[src/rtl/piso_pkg.sv]
// Shared types and constants for the PISO serializer.
package piso_pkg;

  localparam int unsigned PISO_WIDTH_DEFAULT = 8;

  typedef enum logic [1:0] {
    ST_IDLE   = 2'd0,
    ST_SHIFT  = 2'd1,
    ST_PARITY = 2'd2
  } piso_state_e;

endpackage : piso_pkg

[src/rtl/piso_bit_counter.sv]
// Bit-position counter for the serializer: counts 0..WIDTH-1 and never wraps.
// Flags the last bit and the bit before it so the top can register `done`.
module piso_bit_counter #(
  parameter int unsigned WIDTH = 8
) (
  input  logic clk,
  input  logic rst_n,
  input  logic clr_i,
  input  logic en_i,
  output logic last_o,
  output logic penult_o
);

  localparam int unsigned CNT_W = (WIDTH > 1) ? $clog2(WIDTH) : 1;

  logic [CNT_W-1:0] cnt_q;

  assign last_o   = (cnt_q == CNT_W'(WIDTH - 1));
  assign penult_o = (cnt_q == CNT_W'(WIDTH - 2));

  // Clear has priority; increment saturates at the last bit position.
  always_ff @(posedge clk or negedge rst_n) begin
    if (!rst_n) begin
      cnt_q <= '0;
    end else if (clr_i) begin
      cnt_q <= '0;
    end else if (en_i && !last_o) begin
      cnt_q <= cnt_q + CNT_W'(1);
    end
  end

endmodule : piso_bit_counter

[src/rtl/piso_serializer.sv]
// Parallel-in, serial-out shift register, MSB first, valid/ready load side.
// Optional trailing even-parity bit when PISO_PARITY_EN is defined; without it
// a new word may be loaded on the last data bit for gapless back-to-back output.
module piso_serializer
  import piso_pkg::*;
#(
  parameter int unsigned WIDTH = PISO_WIDTH_DEFAULT
) (
  input  logic             clk,
  input  logic             rst_n,
  input  logic [WIDTH-1:0] load_data_i,
  input  logic             load_valid_i,
  output logic             load_ready_o,
  output logic             shift_out_o,
  output logic             shift_valid_o,
  output logic             busy_o,
  output logic             done_o
);

  piso_state_e      state_q, state_d;
  logic [WIDTH-1:0] shreg_q, shreg_d;
  logic             cnt_clr, cnt_en, cnt_last, cnt_penult;
  logic             shift_out_q, shift_out_d;
  logic             shift_valid_q, shift_valid_d;
  logic             busy_q, busy_d;
  logic             done_q, done_d;
`ifdef PISO_PARITY_EN
  logic             parity_q, parity_d;
`endif

  piso_bit_counter #(.WIDTH(WIDTH)) u_bit_counter (
    .clk      (clk),
    .rst_n    (rst_n),
    .clr_i    (cnt_clr),
    .en_i     (cnt_en),
    .last_o   (cnt_last),
    .penult_o (cnt_penult)
  );

  // Next-state, shift register and load_ready decode.
  always_comb begin
    state_d      = state_q;
    shreg_d      = shreg_q;
    cnt_clr      = 1'b0;
    cnt_en       = 1'b0;
    load_ready_o = 1'b0;
`ifdef PISO_PARITY_EN
    parity_d     = parity_q;
`endif
    case (state_q)
      ST_IDLE: begin
        load_ready_o = 1'b1;
        if (load_valid_i) begin
          shreg_d = load_data_i;
          cnt_clr = 1'b1;
          state_d = ST_SHIFT;
`ifdef PISO_PARITY_EN
          parity_d = ^load_data_i;
`endif
        end
      end
      ST_SHIFT: begin
        shreg_d = shreg_q << 1;
        if (cnt_last) begin
          cnt_clr = 1'b1;
`ifdef PISO_PARITY_EN
          state_d = ST_PARITY;
`else
          load_ready_o = 1'b1;
          if (load_valid_i) begin
            shreg_d = load_data_i;
          end else begin
            state_d = ST_IDLE;
          end
`endif
        end else begin
          cnt_en = 1'b1;
        end
      end
`ifdef PISO_PARITY_EN
      ST_PARITY: begin
        state_d = ST_IDLE;
      end
`endif
      default: begin
        state_d = ST_IDLE;
      end
    endcase
  end

  // Output values for the next cycle, derived from the next state so the
  // first bit appears in the cycle right after the accept edge.
  always_comb begin
    shift_out_d   = 1'b0;
    shift_valid_d = 1'b0;
    busy_d        = 1'b0;
    done_d        = 1'b0;
    case (state_d)
      ST_SHIFT: begin
        shift_out_d   = shreg_d[WIDTH-1];
        shift_valid_d = 1'b1;
        busy_d        = 1'b1;
`ifndef PISO_PARITY_EN
        done_d        = (state_q == ST_SHIFT) && cnt_penult;
`endif
      end
`ifdef PISO_PARITY_EN
      ST_PARITY: begin
        shift_out_d   = parity_q;
        shift_valid_d = 1'b1;
        busy_d        = 1'b1;
        done_d        = 1'b1;
      end
`endif
      default: begin
        shift_out_d = 1'b0;
      end
    endcase
  end

  // State, data and output registers.
  always_ff @(posedge clk or negedge rst_n) begin
    if (!rst_n) begin
      state_q       <= ST_IDLE;
      shreg_q       <= '0;
      shift_out_q   <= 1'b0;
      shift_valid_q <= 1'b0;
      busy_q        <= 1'b0;
      done_q        <= 1'b0;
    end else begin
      state_q       <= state_d;
      shreg_q       <= shreg_d;
      shift_out_q   <= shift_out_d;
      shift_valid_q <= shift_valid_d;
      busy_q        <= busy_d;
      done_q        <= done_d;
    end
  end

`ifdef PISO_PARITY_EN
  // Parity of the accepted word, held until its parity cycle.
  always_ff @(posedge clk or negedge rst_n) begin
    if (!rst_n) begin
      parity_q <= 1'b0;
    end else begin
      parity_q <= parity_d;
    end
  end
`endif

  assign shift_out_o   = shift_out_q;
  assign shift_valid_o = shift_valid_q;
  assign busy_o        = busy_q;
  assign done_o        = done_q;

endmodule : piso_serializer
[config.mk]
export PLATFORM = sky130hd
export DESIGN_NAME = piso_serializer
export DESIGN_NICKNAME = d
export VERILOG_FILES = /design/src/rtl/piso_pkg.sv /design/src/rtl/piso_bit_counter.sv /design/src/rtl/piso_serializer.sv
export SDC_FILE = /design/constraint.sdc
export NUM_CORES = 1
export LEC_CHECK = 0
export ABC_AREA = 0
export CAP_MARGIN = 5
export CELL_PAD_IN_SITES_DETAIL_PLACEMENT = 0
export CELL_PAD_IN_SITES_GLOBAL_PLACEMENT = 1
export CORE_MARGIN = 2
export CORE_UTILIZATION = 32
export CTS_BUF_LIST = sky130_fd_sc_hd__clkbuf_8 sky130_fd_sc_hd__clkbuf_16
export DETAILED_ROUTE_END_ITERATION = 8
export GPL_TIMING_DRIVEN = 1
export PLACE_DENSITY_LB_ADDON = 0.1
export SLEW_MARGIN = 20
export SYNTH_ARGS = -nofsm -noshare
export SYNTH_HDL_FRONTEND = slang
export SYNTH_SLANG_ARGS = --single-unit
[constraint.sdc]
create_clock -name clk -period 1.4 [get_ports clk]
set_input_delay 0.28 -clock clk [delete_from_list [all_inputs] [get_ports clk]]
set_output_delay 0.28 -clock clk [all_outputs]
set_load 0.02 [all_outputs]
==> summary.txt <==
Synth
  • Yosys top cell by area: dfrtp_1
  • Unique cell type count in the Yosys netlist: 23
  • Mapped Cells: 69
  • Mapped Area: slightly above 700 um^2
  • Top-area cell type share of the netlist area: 53.00%
  • Mapped Nets: 83
  • Synth warn: 0
  • Sequential area share after synthesis: 53.00%
  • Synth top area cells: dfrtp_1 (53%), nand3_1 (5.7%), ha_1 (5.3%), a32oi_1 (3.7%), buf_4 (3.2%)
  • Syn_area_per_cell: 10.26 um^2
  • Flops & latches, synth: 15

Placement
  • HPWL Detailed: between 1 and 1.5 mm
  • I/O Buffers: 15
  • Place WS: -0.3615 ns
  • Routability cong.: 0.7231
  • Dpl cell area: 958.4 um^2

Clock network
  • Cts hold-fix bufs: 0
  • Clk_lat worst skew: roughly 0.24 ns
  • Clk root buf: clkbuf_8
  • CTS buffer count: 3
  • Reg clk slew, reported paths: about 0.06 ns
  • Htree depth: 1
  • Clock sink count: 15
  • CTS tree: yes
  • Clk buf depth: 2

Run status
  • Failing checks: negative setup slack
  • Outcome: finished, violations left

STA
  • Setup WS post-layout: -0.1589 ns
  • Count of final setup violators: 9
  • Min Tclk post-route: ~1.6 ns
  • WHS: roughly 0.36 ns
  • Period utilization: 111.3%
  • Worst Skew: 0.004681 ns
  • Achievable Freq: 641.5 MHz
  • RSZ-0062 raised after global routing: yes
  • Pins Over Slew Limit: 0
  • Hold Violations, Final: 0

Power and ir drop
  • Pwr/cell area: around 1000 nW/um^2
  • Leak: 0.5225 nW
  • Worst VDD drop: 0.4495 mV

Die
  • Floorplan core area: between 2000 and 2500 um^2
  • Initial Utilization: between 30% and 40%
  • Ports: 16
  • Chip height: just over 50 um
  • Row cnt: 17
  • Die width: ~51 um
  • Die ar.: 2606 um^2

Worst setup path
  • Startpoint Class: flop
  • Reg2Reg Depth: 9
  • CP Max Fanout: 2
  • Worst Path Required: 1.12 ns
  • WS Path Type: flop to output pin
  • Nature of the critical path endpoint: output pin
  • Worst Path Arrival: roughly 1.3 ns

Routing
  • DR iter-0 viols: 4
  • Vias: 621
  • Wirelength per Cell: 12.50 um
  • Via/cell ratio: 4.814
  • Drt total wl: 1.612 mm
  • DR pass1 iterations: 4
  • Post-DRT Antenna Nets: 0
  • DRC Markers: 0

Finish
  • Layout cells sized above 1: 40.59%
  • Net count, final: 116
  • Antenna cells: 0
  • Syn-to-layout area delta: 59.89%
  • Most common cell after layout, fill and taps aside: dfrtp_1
  • Filler Cell Count: 199
  • FF/Latch Area: 375.4 um^2
  • Multi-input gate area: 384.1 um^2
  • Post-Layout Inst Area: between 1000 and 1500 um^2
  • Most frequent cells in the layout: dfrtp_1 (15), buf_4 (14), clkdlybuf4s50_1 (10)

GRT
  • Initial antenna violation count: 0
  • Number of global-route vias before repair: 585
  • GRT Util Overall: 14.00%
  • Largest net degree at the start of global routing: 16
  • First-pass GRT wire length: 2.615 mm
  • GRT overflow: 0

Flow run
  • Max_cap viols: 0

Hold path
  • HP Class: input port to async pin
[cells by family after synthesis]
group	share of synthesized area (%)
and+or+nand+nor	17.14
AOI/OAI and AO/OA	17.49
DFF	53.00
buffers and inverters	4.946
adders and majority gates	5.301
muxes	1.590
other	0.5295
[cell usage after synthesis (all sizes together)]
cell type	instances
a32o	1
inv	2
o21ba	1
a22o	1
o21bai	1
mux2	1
o21ai	3
a31oi	3
nand2b	2
a32oi	3
nor2b	3
nand2	6
nor2	5
conb	1
nand3	8
dfrtp	15
and2	1
a21oi	4
o31ai	1
buf	4
ha	3
[per-stage QoR]
stage | total power, mW | instances | utilization (%) | TNS, ns
6_report | 1.148 | 129 | 52.71 | -0.4687
3_3_place_gp | 0.7513 | 120 | 44.61 | -1.898
3_5_place_dp | 0.7551 | 120 | 44.61 | -2.177
2_1_floorplan | 0.6388 | 69 | - | 0
5_1_grt | 1.217 | 129 | 52.71 | -1.177
4_1_cts | 1.130 | 128 | 49.80 | -0.2364
[worst paths after layout]
kind	start	end	slack, ns
max in group asynchronous	rst_n	u_bit_counter.cnt_q[1]	0.86
min	rst_n	shreg_q[0]	0.36
max reg2reg	u_bit_counter.cnt_q[0]	shift_out_o	-0.08
min in group clk	shreg_q[4]	shreg_q[4]	0.51
max	u_bit_counter.cnt_q[0]	load_ready_o	-0.16
min reg2reg	shreg_q[4]	shreg_q[4]	0.51
[where the power goes]
| group | total, mW | internal [mW] | leakage, nW | switching [mW] |
|---|---|---|---|---|
| clock | 0.341 | 0.194 | 0.0269 | 0.147 |
| combinational | 0.283 | 0.159 | 0.308 | 0.124 |
| sequential | 0.524 | 0.489 | 0.187 | 0.0350 |
| total | 1.15 | 0.841 | 0.522 | 0.307 |
[worst max-delay path, stage by stage (launching register included)]
cell and delay (ns):
dfrtp_1 0.38, ha_2 0.20, ha_4 0.17, nor2b_4 0.12, nor2_2 0.05, buf_6 0.12
[sequential cells by signal, indices dropped and copies added (netlist names)]
name / flops
shift_out_o: 1
shreg_q: 7
busy_o: 1
done_o: 1
u_bit_counter.cnt_q: 3
state_q: 2
[repair_timing]
item | CTS | global route
endpoints found under the hold margin | 0 | 0
setup endpoints to repair | 18 | 14
pin swaps | 3 | 6
gates resized for setup | 21 | 16
buffers inserted | 6 | 1
[metal layers]
layer  share of wire (%)  wire length (um)  GRT usage, %
met1                  49               789         17.44
met5                   0                 0             0
met3                 4.5                73         2.924
met4                0.56                 9         8.108
met2                  46               739         22.29
[final cells by class]
class	instances	share of cell area, %
flip-flops and latches	15	33.15
repair buffers	32	25.19
inverters	2	0.6630
clock buffers	3	3.646
multi-input cells	48	33.92
clock inverters	1	0.3315
well taps	28	3.094
Note: power is estimated with default switching activity, not from simulation.
